==> config.mk <==
export PLATFORM = sky130hd
export DESIGN_NAME = obi_timer_sbr
export DESIGN_NICKNAME = d
export VERILOG_FILES = /design/src/rtl/obi_timer_sbr.sv
export SDC_FILE = /design/constraint.sdc
export NUM_CORES = 1
export LEC_CHECK = 0
export ABC_AREA = 1
export CAP_MARGIN = 10
export CORE_MARGIN = 4
export CORE_UTILIZATION = 50
export DETAILED_ROUTE_END_ITERATION = 6
export GPL_ROUTABILITY_DRIVEN = 0
export PLACE_DENSITY = 0.81
export SYNTH_ARGS = -nofsm -noshare
export SYNTH_HDL_FRONTEND = slang
export SYNTH_SLANG_ARGS = --single-unit
==> constraint.sdc <==
create_clock -name clk_i -period 3.95 [get_ports clk_i]
set_input_delay 0.79 -clock clk_i [delete_from_list [all_inputs] [get_ports clk_i]]
set_output_delay 0.79 -clock clk_i [all_outputs]
set_load 0.005 [all_outputs]
==> src/rtl/obi_timer_sbr.sv <==
// OBI subordinate timer: prescaled 32-bit up-counter with compare match, auto-reload and
// level interrupt, behind a 4-register window with an in-order response FIFO.
module obi_timer_sbr #(
  parameter int unsigned RspDepth      = 2,
  parameter int unsigned PrescaleWidth = 16,
  parameter logic [31:0] CompareRst    = 32'hFFFF_FFFF
) (
  input  logic        clk_i,
  input  logic        rst_i,
  input  logic [72:0] obi_req_i,
  output logic [36:0] obi_rsp_o,
  output logic        irq_o
);

  localparam int unsigned PtrW = (RspDepth > 1) ? $clog2(RspDepth) : 1;
  localparam int unsigned CntW = $clog2(RspDepth + 1);

  // Request fields: {addr, we, be, wdata, aid, a_optional, req, rready}
  logic [31:0] a_addr;
  logic        a_we;
  logic [3:0]  a_be;
  logic [31:0] a_wdata;
  logic        a_aid;
  logic        a_req;
  logic        a_rready;
  logic        unused_bits;

  assign a_addr      = obi_req_i[72:41];
  assign a_we        = obi_req_i[40];
  assign a_be        = obi_req_i[39:36];
  assign a_wdata     = obi_req_i[35:4];
  assign a_aid       = obi_req_i[3];
  assign a_req       = obi_req_i[1];
  assign a_rready    = obi_req_i[0];
  assign unused_bits = ^{obi_req_i[72:45], obi_req_i[2]};

  logic                     en_reg, auto_reg, irq_en_reg, match_reg;
  logic [PrescaleWidth-1:0] prescale_reg, pc_reg;
  logic [31:0]              compare_reg, count_reg;

  logic                     en_next, auto_next, irq_en_next, match_next;
  logic [PrescaleWidth-1:0] prescale_next, pc_next;
  logic [31:0]              compare_next, count_next;

  logic [CntW-1:0] fifo_cnt_reg, fifo_cnt_next;
  logic [PtrW-1:0] wr_ptr_reg, rd_ptr_reg;
  logic [33:0]     fifo_mem [RspDepth];

  logic        gnt, accept, aligned, push, pop, rvalid;
  logic        wr_any, wr_ctrl, wr_prescale, wr_compare, wr_count;
  logic        tick, hit, w1c;
  logic [31:0] wmask, rd_val, rsp_rdata, pre_merged;
  logic [33:0] head;

  assign gnt     = !rst_i && (fifo_cnt_reg < CntW'(RspDepth));
  assign accept  = a_req && gnt;
  assign aligned = (a_addr[1:0] == 2'b00);
  assign push    = accept;
  assign rvalid  = (fifo_cnt_reg != '0);
  assign pop     = rvalid && a_rready;

  // A write with no byte enables is accepted but must not disturb any state.
  assign wr_any      = accept && a_we && aligned && (|a_be);
  assign wr_ctrl     = wr_any && (a_addr[3:2] == 2'd0);
  assign wr_prescale = wr_any && (a_addr[3:2] == 2'd1);
  assign wr_compare  = wr_any && (a_addr[3:2] == 2'd2);
  assign wr_count    = wr_any && (a_addr[3:2] == 2'd3);

  genvar gi;
  generate
    for (gi = 0; gi < 4; gi++) begin : g_mask
      assign wmask[gi*8 +: 8] = {8{a_be[gi]}};
    end
  endgenerate

  always_comb begin
    rd_val = '0;
    case (a_addr[3:2])
      2'd0: rd_val = {23'd0, match_reg, 5'd0, irq_en_reg, auto_reg, en_reg};
      2'd1: rd_val = 32'(prescale_reg);
      2'd2: rd_val = compare_reg;
      2'd3: rd_val = count_reg;
      default: rd_val = '0;
    endcase
  end

  assign rsp_rdata  = (aligned && !a_we) ? rd_val : 32'd0;
  assign pre_merged = (32'(prescale_reg) & ~wmask) | (a_wdata & wmask);

  assign tick = en_reg && (pc_reg == prescale_reg);
  assign hit  = tick && (count_reg == compare_reg);
  assign w1c  = wr_ctrl && a_be[1] && a_wdata[8];

  always_comb begin
    en_next       = en_reg;
    auto_next     = auto_reg;
    irq_en_next   = irq_en_reg;
    prescale_next = prescale_reg;
    compare_next  = compare_reg;
    pc_next       = pc_reg;
    count_next    = count_reg;
    // A match being set outranks a simultaneous write-1-to-clear.
    match_next    = hit || (match_reg && !w1c);

    if (wr_ctrl && a_be[0]) begin
      en_next     = a_wdata[0];
      auto_next   = a_wdata[1];
      irq_en_next = a_wdata[2];
    end
    if (wr_prescale) prescale_next = pre_merged[PrescaleWidth-1:0];
    if (wr_compare)  compare_next  = (compare_reg & ~wmask) | (a_wdata & wmask);

    if (wr_prescale || tick) pc_next = '0;
    else if (en_reg)         pc_next = pc_reg + 1'b1;

    if (wr_count)  count_next = (count_reg & ~wmask) | (a_wdata & wmask);
    else if (tick) count_next = (hit && auto_reg) ? 32'd0 : count_reg + 32'd1;
  end

  always_comb begin
    fifo_cnt_next = fifo_cnt_reg;
    case ({push, pop})
      2'b10:   fifo_cnt_next = fifo_cnt_reg + 1'b1;
      2'b01:   fifo_cnt_next = fifo_cnt_reg - 1'b1;
      default: fifo_cnt_next = fifo_cnt_reg;
    endcase
  end

  function automatic logic [PtrW-1:0] ptr_inc(input logic [PtrW-1:0] p);
    return (p == PtrW'(RspDepth - 1)) ? '0 : p + 1'b1;
  endfunction

  always_ff @(posedge clk_i or posedge rst_i) begin
    if (rst_i) begin
      en_reg       <= 1'b0;
      auto_reg     <= 1'b0;
      irq_en_reg   <= 1'b0;
      match_reg    <= 1'b0;
      prescale_reg <= '0;
      pc_reg       <= '0;
      compare_reg  <= CompareRst;
      count_reg    <= '0;
      fifo_cnt_reg <= '0;
      wr_ptr_reg   <= '0;
      rd_ptr_reg   <= '0;
    end else begin
      en_reg       <= en_next;
      auto_reg     <= auto_next;
      irq_en_reg   <= irq_en_next;
      match_reg    <= match_next;
      prescale_reg <= prescale_next;
      pc_reg       <= pc_next;
      compare_reg  <= compare_next;
      count_reg    <= count_next;
      fifo_cnt_reg <= fifo_cnt_next;
      if (push) wr_ptr_reg <= ptr_inc(wr_ptr_reg);
      if (pop)  rd_ptr_reg <= ptr_inc(rd_ptr_reg);
    end
  end

  // Entry = {rdata, rid, err}; storage needs no reset since rvalid masks it.
  always_ff @(posedge clk_i) begin
    if (push) fifo_mem[wr_ptr_reg] <= {rsp_rdata, a_aid, !aligned};
  end

  assign head      = rvalid ? fifo_mem[rd_ptr_reg] : 34'd0;
  assign obi_rsp_o = {head, 1'b0, gnt, rvalid};
  assign irq_o     = match_reg && irq_en_reg;

endmodule

==> results.toml, run 1 <==
[sta]
hold_viol = 0
fmax_ghz = 0.312
worst_pin_slew_ns = 0.941
finalSetupViolations = 0
period_needed_ns = 3.21
setup_tns_ns = 0
finalCritPeriodShare = 0.812
fin_worst_skew_ns = 0.0123
slew_headroom = 0.369
hold_ws_ns = 0.494
grt_setup_unrepaired = "no"
slew_violations = 0
fin_ws_ns = 0.742

[setup_path]
cp-end-kind = "primary output"
crit_path_max_fanout = 34
critical_path.startpoint_type = "flop"
crit_chain = "clkinv_1, nand2_1, a21oi_1, clkdlybuf4s50_1"
cp_slowest_cell = "clkinv_1"
slowest_delay_ns = 0.73
path_class = "reg2out"
required_ns = 3.16
arrival_ns = 2.42

[synth]
synth_area_leaders = "edfxtp_1, dfrtp_1, nand2_1, dfstp_2, nor2_1"
synth_area_um2 = 9960
synth_nets = 1363
yosysSeqAreaShare = 0.470
syn_inst = 1285
yosys-top-cells-count = "nand2_1, nor2_1, inv_1, a21oi_1, dfrtp_1"
synth_ff_type = "dfrtp_1"
yosysWarnings = 0
yosys.cell_count.top_type = "nand2_1"
ys_ff_latch = 172
synth_top_area_share = 0.205
avgSynthCellArea_um2 = 7.75
yosysTopAreaCell = "edfxtp_1"
synth_edf_count = 68
async_reset_ff_frac = 0.605
yosysUniqueCellTypes = 52

[finish]
multiInputGateArea_um2 = 4520
nNetsFinal = 1428
fillers = 1731
finish.instance_area_um2 = 11600
final_cells = 1628
final_util = 0.595
drive_gt1_frac = 0.0939
area_delta_synth_final_pct = 16.6
seq_area_um2 = 4680
diodes = 0

[hold_path]
worstHoldPathType = "reg2reg"

[floorplanning]
die_area_um2 = 22200
fp.dieW_um = 149
die_h_um = 149
core_um2 = 19500
rows = 51
ios = 113
start_util = 0.510

[placement]
post-place-ws_ns = 0.796
numPlacedInstances = 1596
port_buffers = 82
hpwl_um = 19300
dpl-instance-area_um2 = 11000

[global_routing]
grt_max_degree = 63
first_global_vias = 8451
grt_usage = 0.242
antenna_found_initial = 0
grt_pass1_wl_um = 42900
gr-total-overflow = 0

[power_and_ir_drop]
p_sw_frac = 0.331
p_leak_nw = 5.12
p_seq_frac = 0.409
power.total_mw = 5.64
p_per_area_nw_per_um2 = 486
p_clk_frac = 0.309
combPwrFrac = 0.281
p_int_mw = 3.77
vdd_drop_max_mv = 0.344
p_switching_mw = 1.87

[drt]
met2_length_um = 11800
drt_iter0_drc = 856
vias = 8879
wl_met3_um = 2220
finalWirelength_um = 26200
avgRoutedWirePerCell_um = 16.1
met1Wirelength_um = 11200
top_layer = "met4"
drc = 1
routed_via_density = 5.45
ant_nets = 0
dr.pass1.iters = 7

[run]
drv_cap = 0

[clocking]
cts-root-buf = "clkbuf_16"
cts_resized = 0
hold_buffers = 0
cts_setup_buffers = 0
clkTransAtPathRegs_ns = 0.07
cts.sinks = 172
cts_tree = "yes"
clk_path_buf_depth = 2
clk_latency_ns = 0.44
cts_buffers = 17
cts_htree_levels = 4

[status]
violations = "design-rule violations"
status = "finished with violations"
[power groups by stage]
| stage | sequential [mW] | combinational (mW) | clock [mW] |
|---|---|---|---|
| final | 2.31 | 1.59 | 1.75 |
| after global placement | 2.33 | 1.54 | 0 |
| after detailed placement | 2.34 | 1.58 | 0 |
| after CTS | 2.31 | 1.60 | 1.76 |
| after global routing | 2.34 | 1.78 | 1.84 |
| after floorplan | 2.26 | 0.922 | 0 |
[layout make-up]
cell class	count	share of cell area
well taps	265	0.0285
flip-flops and latches	172	0.403
clock buffers	17	0.0366
repair buffers	98	0.0821
inverters	130	0.0427
multi-input cells	931	0.389
clock inverters	15	0.0172
[critical path, delay by kind of cell, from the launching register on]
kind | cells | cell delay, ns
AOI/OAI and AO/OA | 1 | 0.12
buffers and inverters | 2 | 1.20
DFF | 1 | 0.35
and+or+nand+nor | 1 | 0.29
[cell families (layout without fill, tap and decap cells)]
logic type                 Yosys count  in the layout  synth area share
DFF                                172            172             0.470
AOI/OAI and AO/OA                  193            193             0.104
muxes                               10             10            0.0139
xor gates and xnor gates            56             56            0.0492
adders and majority gates            3              3           0.00377
buffers and inverters              182            260            0.0766
and+or+nand+nor                    668            668             0.282
other                                1              1          0.000376
[layout by cell type (no fill, tap or decap), drive strengths merged, types with 11 or more instances in the layout]
cell type        n
nand3           29
inv            133
nor3            21
edfxtp          68
clkinv          11
a21oi           87
dfrtp           72
xnor2           27
buf             16
nand4           20
dfstp           32
o21ai           84
nor2           178
clkdlybuf4s50   82
xor2            29
nand2          414
clkbuf          17
[final timing paths]
check                           cells past startpoint       startpoint                    endpoint  slack, ns
worst max-delay path                                4       rd_ptr_reg                obi_rsp_o[7]       0.74
worst min-delay path                                2             flop                        flop       0.49
worst max register to register                     12  fifo_cnt_reg[1]                  pc_reg[10]       1.74
worst min register to register                      2             flop                        flop       0.49
max in group asynchronous                           3            rst_i  asynchronous set/reset pin       2.29
min in group asynchronous                           2            rst_i             fifo_cnt_reg[1]       0.90
[per-layer routing]
layer	track usage	vias up
met5	0	-
met4	0.0998	0
met3	0.0477	73
met2	0.366	429
met1	0.343	4123
li1	-	4254
(Power assumes the default switching activity.)
==> inputs of run 2 (changes only) <==
- PLACE_DENSITY: 0.81 -> 0.84
- clock period: 3.95 -> 2.7 ns (I/O delays scaled with it)
==> run 2 against run 1 <==
Compared with the run above:
- largest power group unchanged
- sequential share of layout area is 0.44 points lower
- clock-buffer cell count grew 1
- sequential power up 47%
- worst setup slack worse by 0.61 ns
- combinational power up 52%
- highest routed layer unchanged
- critical endpoint is now obi_rsp_o[14]
- via count rose by 2.3%
- the flow now finishes without violations
- routed wire length is 3.0% higher
- clock power rose by 47%
- final area increased by 1.1%
- critical path type unchanged
- register-to-register slack got worse by 1.2 ns
- first-iteration DRC count grew 24%
==> results.toml, run 2 (same netlist as run 1, synthesis figures left out) <==
[setup_path]
reg2reg_depth = 10
required_ns = 2.16
cp-end-kind = "primary output"
arrival_ns = 2.03
reg2reg_setup_slack_ns = 0.57
path_class = "reg2out"
critical_path.startpoint_type = "flop"
timing.rr.start = "fifo_cnt_reg[1]"
crit_path_max_fanout = 18

[power_and_ir_drop]
p_leak_nw = 5.19
vdd_drop_max_mv = 0.423
p_per_area_nw_per_um2 = 713
power.total_mw = 8.37

[clocking]
cts.sinks = 172
cts_resized = 1
hold_buffers = 0
cts_buffers = 17
clk_path_buf_depth = 2
clk_latency_ns = 0.44
clkTransAtPathRegs_ns = 0.07
cts_setup_buffers = 0
cts_tree = "yes"
cts-root-buf = "clkbuf_16"
cts_htree_levels = 4

[sta]
fin_worst_skew_ns = 0.0113
fmax_ghz = 0.389
hold_viol = 0
fin_ws_ns = 0.132
finalSetupViolations = 0
period_needed_ns = 2.57
finalCritPeriodShare = 0.951
slew_violations = 0
grt_setup_unrepaired = "no"

[hold_path]
holdPathStages = 2
worstHoldPathType = "reg2reg"

[floorplanning]
fp.dieW_um = 149
die_h_um = 149
start_util = 0.510
rows = 51
ios = 113
core_um2 = 19500
die_area_um2 = 22200

[finish]
final_cells = 1641
drive_gt1_frac = 0.102
nNetsFinal = 1441
area_delta_synth_final_pct = 17.9
most-common-layout-cells = "nand2_1, nor2_1, inv_1"
fillers = 1635
layout_commonest_cell = "nand2_1"
diodes = 0

[global_routing]
met1_usage = 0.341
gr-total-overflow = 0
met3_usage = 0.0431
grt_usage = 0.246
grt_max_degree = 42
busiest_layer = "met2"
globalRouteMet2Util = 0.386
antenna_found_initial = 0
first_global_vias = 8729
grt_pass1_wl_um = 43700

[placement]
port_buffers = 82
post-place-ws_ns = -0.00772
numPlacedInstances = 1609
hpwl_um = 19900

[drt]
drt_iter0_drc = 1061
avgRoutedWirePerCell_um = 16.4
dr.pass1.iters = 6
routed_via_density = 5.53
finalWirelength_um = 27000
drc = 0
vias = 9081
ant_nets = 0

[run]
drv_cap = 0

[status]
status = "finished clean"
-- run 2: cell count changes in the layout (fill, tap and decap cells not counted), moves of 2 or more --
cell / before / now
clkinv_2: 0 / 3
buf_12: 1 / 4
buf_4: 15 / 24
clkinv_8: 5 / 0
clkinvlp_4: 0 / 3
bufinv_16: 1 / 3
-- run 2: metrics by stage --
step                      TNS, ns  hold WS [ns]  utilization  area (um^2)
final                           0         0.497        0.601        11700
after floorplan                 0         0.467            -         9970
after global placement          0         0.479        0.570        11100
after global routing            0         0.519        0.601        11700
after CTS                       0         0.496        0.601        11700
after detailed placement  -0.0134         0.486        0.570        11100
-- run 2: worst max path at each step --
stage | to | startpoint | cells past startpoint
global placement | flop | rst_i | 11
finish | obi_rsp_o[14] | rd_ptr_reg | 5
CTS | obi_rsp_o[36] | rd_ptr_reg | 4
global route | obi_rsp_o[8] | rd_ptr_reg | 5
floorplan | fifo_mem[0][0] | rst_i | 3
detailed placement | flop | rst_i | 11
-- run 2: where the power goes --
group | switching, mW | internal (mW) | total, mW
registers | 0.298 | 3.09 | 3.39
clock network | 1.09 | 1.48 | 2.57
logic | 1.28 | 1.13 | 2.41
total | 2.66 | 5.71 | 8.37
-- run 2: layout make-up --
class | count | area [um^2] | area share
Clock inverter | 14 | 184 | 0.0157
Inverter | 130 | 498 | 0.0424
Timing Repair Buffer | 111 | 1090 | 0.0930
Sequential cell | 172 | 4680 | 0.399
Tap cell | 265 | 332 | 0.0282
Multi-Input combinational cell | 931 | 4520 | 0.385
Clock buffer | 18 | 429 | 0.0365
-- run 2: worst max-delay path, stage by stage, from the launching register on --
cell	delay, ns
dfrtp_1	0.41
clkinv_2	0.21
buf_12	0.18
nand2_1	0.06
a21oi_1	0.18
clkdlybuf4s50_1	0.53
-- run 2: per-layer routing --
metal	vias up	wire length, um
li1	4262	-
met1	4208	11000
met5	-	0
met4	0	1050
met2	516	12300
met3	95	2610
==> inputs of run 3 (changes only) <==
- REMOVE_ABC_BUFFERS: not set -> 1
==> run 3 against run 2 <==
Compared with the run above:
- the run now ends with design-rule violations left
- first-iteration DRC count rose by 17%
- routed wire length rose by 1.1%
- combinational power about the same
- global-route usage increased by 0.13 points
- final cell count rose by 0.24%
- flip-flop and latch count unchanged
- highest routed layer unchanged
- total power is 0.64% higher
- critical endpoint is now obi_rsp_o[22]
==> results.toml, run 3 (same netlist as run 1, synthesis figures left out) <==
[drt]
ant_nets = 0
vias = 9119
drc = 8
avgRoutedWirePerCell_um = 16.6
routed_via_density = 5.54
met1Wirelength_um = 11000
finalWirelength_um = 27300
wl_met3_um = 2650
drt_iter0_drc = 1246
dr.pass1.iters = 7
met2_length_um = 12800
top_layer = "met4"

[clocking]
clkTransAtPathRegs_ns = 0.07
clk_latency_ns = 0.44
cts_htree_levels = 4
cts-root-buf = "clkbuf_16"
clk_path_buf_depth = 2
cts_tree = "yes"
cts.sinks = 172
cts_setup_buffers = 0
cts_buffers = 17

[setup_path]
arrival_ns = 2.04
required_ns = 2.16
critical_path.startpoint_type = "flop"
crit_path_max_fanout = 17
path_class = "reg2out"
cp-end-kind = "primary output"

[floorplanning]
fp.dieW_um = 149
die_h_um = 149
ios = 113
rows = 51
start_util = 0.510
core_um2 = 19500
die_area_um2 = 22200

[finish]
layout_commonest_cell = "nand2_1"
drive_gt1_frac = 0.105
nNetsFinal = 1445
final_util = 0.602
diodes = 0
area_delta_synth_final_pct = 17.9
most-common-layout-cells = "nand2_1, nor2_1, inv_1"
final_cells = 1645

[sta]
period_needed_ns = 2.58
finalSetupViolations = 0
grt_setup_unrepaired = "no"
fmax_ghz = 0.388
slew_violations = 0
hold_viol = 0
finalCritPeriodShare = 0.955
setup_tns_ns = 0
fin_worst_skew_ns = 0.00950

[run]
drv_cap = 0

[placement]
hpwl_um = 20000
port_buffers = 82
numPlacedInstances = 1613

[status]
status = "finished with violations"
violations = "design-rule violations"

[global_routing]
gr-total-overflow = 0
grt_usage = 0.248
antenna_found_initial = 0
grt_pass1_wl_um = 44000
grt_max_degree = 45
first_global_vias = 8708

[hold_path]
worstHoldPathType = "in2async"

[power_and_ir_drop]
vdd_drop_max_mv = 0.478
power.total_mw = 8.42
p_per_area_nw_per_um2 = 717
p_leak_nw = 5.20
==> run 3: changes by cell type in the layout (fill, tap and decap cells not counted), moves of 2 or more <==
cell / before / now
clkinv_2: 3 / 1
inv_8: 3 / 1
clkinv_8: 0 / 2
buf_4: 24 / 31
buf_12: 4 / 1
inv_6: 2 / 6
clkinv_4: 2 / 0
==> run 3: worst paths after layout <==
check / start / endpoint / slack, ns / cells after the start
worst max register to register: fifo_cnt_reg[1] / flop / 0.46 / 10
worst min-delay path: rst_i / fifo_cnt_reg[1] / 0.48 / 2
min in group clk_i: flop / flop / 0.50 / 2
worst min register to register: flop / flop / 0.50 / 2
max in group asynchronous: rst_i / asynchronous set/reset pin / 1.56 / 3
worst max-delay path: rd_ptr_reg / obi_rsp_o[22] / 0.12 / 5
==> run 3: power breakdown <==
part	internal, mW	switching, mW
clock	1.49	1.12
combinational	1.14	1.28
sequential	3.09	0.305
total	5.72	2.71
==> run 3: routing by layer <==
metal / vias to the layer above / track usage
met4: 0 / 0.0838
met1: 4265 / 0.332
met3: 81 / 0.0553
met5: - / 0
li1: 4279 / -
met2: 494 / 0.399
==> run 3: what timing repair did <==
action | CTS | global route
hold buffers | 0 | 0
resized for setup | 0 | 2
endpoints found under the setup margin | 0 | 4
==> run 3: cell type report <==
type	count	area, um^2
clock buffers	17	425
clock inverters	15	203
fillers	1650	7770
inverters	130	499
multi-input cells	931	4520
flip-flops and latches	172	4680
well taps	265	332
repair buffers	115	1080
==> run 3: per-stage QoR <==
step / hold WS [ns] / worst slack (ns) / area, um^2
2_1_floorplan: 0.467 / -0.519 / 9690
3_3_place_gp: 0.473 / 0.0940 / 11100
3_5_place_dp: 0.480 / -0.0464 / 11100
4_1_cts: 0.484 / 0.0521 / 11700
5_1_grt: 0.517 / 0.00998 / 11800
6_report: 0.483 / 0.122 / 11800
==> run 3: critical path: stages, from the launching register on <==
cell,delay (ns)
dfrtp_1,0.42
clkinvlp_4,0.19
buf_6,0.20
nand2_1,0.07
a21oi_1,0.17
clkdlybuf4s50_1,0.54
==> patch, RTL diff (settings of run 3) <==
Put a register stage on the outputs `obi_rsp_o` and `irq_o`, cleared by the reset. The values now appear one clock later.
--- a/src/rtl/obi_timer_sbr.sv
+++ b/src/rtl/obi_timer_sbr.sv
@@ -164,8 +164,15 @@
   end
 
   assign head      = rvalid ? fifo_mem[rd_ptr_reg] : 34'd0;
-  assign obi_rsp_o = {head, 1'b0, gnt, rvalid};
-  assign irq_o     = match_reg && irq_en_reg;
+  always_ff @(posedge clk_i or posedge rst_i) begin
+    if (rst_i) begin
+      obi_rsp_o <= '0;
+      irq_o     <= '0;
+    end else begin
+      obi_rsp_o <= {head, 1'b0, gnt, rvalid};
+      irq_o     <= match_reg && irq_en_reg;
+    end
+  end
 
 endmodule
 
Formal check against the unedited RTL: not equivalent (a bounded check fails within 4 cycles, from zero or initial values and one cycle with rst_i high).
==> patch against run 3 <==
- sequential cell count is 37 higher
- fmax is 16% higher
- cell area is 8.4% higher
- clock skew is 0.00066 ns higher
- critical path type is now input port to register
- area after synthesis is 7.9% higher
- largest power group unchanged
- first-iteration DRC count is 7.1% lower
- wire length is 2.8% higher
- register-to-register slack better by 0.11 ns
- setup slack better by 0.35 ns
- total power is 19% higher
==> patch: results (changes against run 3) <==
vias after detailed routing 9,394 (+3.0%); post-route met1 wirelength 11.3 mm (+2.0%); count of clock buffers in the final design 34 (+17); Clock-cell share 5.70% (+0.36 points); R2R Setup Slk 0.57 ns (+0.11 ns); post-synthesis xor/xnor area fraction 3.75% (-1.2 points); cell types occupying the most area after synthesis sky130_fd_sc_hd__dfrtp_1 (25%), sky130_fd_sc_hd__edfxtp_1 (19%), sky130_fd_sc_hd__nand2_1 (14%); HPWL after DPL 20.6 mm (+3.0%); number of enable-type register cells in the synthesized netlist 68 (unchanged); P_clk 3.00 mW (+15%); sequential cell area fraction in the yosys report 52.2% (+5.2 points); met2 capacity usage during global routing 38.0% (-2.0 points); Design Power 10.0 mW (+19%); layout cell share with drive strength beyond 1 9.82% (-0.68 points); Detail Route met3 WL 2.70 mm (+1.7%); leading post-synthesis cells by instance count sky130_fd_sc_hd__nand2_1 (405), sky130_fd_sc_hd__nor2_1 (147), sky130_fd_sc_hd__inv_1 (129); slowest cell delay on critical path 0.57 ns (+0.03 ns); crit path from obi_req_i[44]; switching share of total power 31.0% (-1.1 points); compound-cell area share of the yosys netlist 9.79% (-0.60 points); area leader, netlist sky130_fd_sc_hd__dfrtp_1; total of fill cells in the finished design 1,718 (+4.1%); share of flip-flops with an asynchronous set or reset 67.5% (+7.0 points); multi-input combinational area share 34.5% (-4.0 points); aggregate global-route resource usage 23.4% (-1.3 points); area taken by flip-flops and latches 0.00561 sq mm (+20%); clk buf depth 3 (+1); multi-input gate count 922 (-0.97%); portion of netlist area occupied by mux cells 0.722% (-0.67 points); inverter count of the layout excluding clock inverters 138 (+6.2%); routed wirelength normalized by instance count 16.5 um (-0.48%); amount of wire on met2 after detailed routing 13.1 mm (+2.5%); largest net degree at the start of global routing 60 (+33%); Synth Area in Adders 0.349% (-0.028 points); VDD IR max 0.388 mV (-19%); number of global-route vias before repair 9,304 (+6.8%); H-tree Lvls 1 (-3); Worst-Skew Late Latency 0.50 ns (+0.06 ns); arrival time of data at the critical path endpoint 2.49 ns (+0.45 ns); Signal buf overhead 8.93% (-0.30 points); global-route wire length before repair 46.0 mm (+4.5%); sequential cell fraction of total power 44.1% (+3.8 points); initial drt markers 1,157 (-7.1%); worst min path class register to register; Num CTS Buffers 22 (+5); worst-case hold path end point obi_rsp_o[29]; count of clock tree sinks 209 (+22%); routing usage on met3 4.34% (-1.2 points); routing usage on met1 31.4% (-1.8 points); nets@finish 1,487 (+2.9%); drt first pass iters 6 (-1); capture point of the worst path fifo_mem[1][10]; Fin Clk Skew 0.0102 ns (+0.000662 ns); outcome finished clean; worst-case reg-to-reg path depth 9 (-1); total leakage power 5.61 nW (+7.8%)
==> patch: cell types whose count changed after synthesis, sizes merged, moves of 4 or more <==
cell    before  now
inv        127  135
xor2        29   41
nor3        21   26
xnor2       27    5
nor2       178  159
buf         22   27
dfrtp       72  109
nand4       20   13
clkbuf      30   20
nand3b       1   23
a21oi       87   95
mux2        10    6
==> patch: per-stage QoR <==
step	worst slack, ns	TNS (ns)	hold slack, ns	std cells	cell area (sq um)
floorplan	-1.57	-188.68	0.449	1269	10500
global placement	0.153	0	0.492	1660	12000
detailed placement	0.120	0	0.500	1660	12000
CTS	0.633	0	0.512	1700	12700
global route	0.436	0	0.528	1700	12700
finish	0.474	0	0.510	1700	12700
==> patch: worst min-delay path, stage by stage (launching register included) <==
cell and delay, ns:
sky130_fd_sc_hd__edfxtp_1 0.35, sky130_fd_sc_hd__nand2_1 0.07, sky130_fd_sc_hd__a21oi_1 0.05
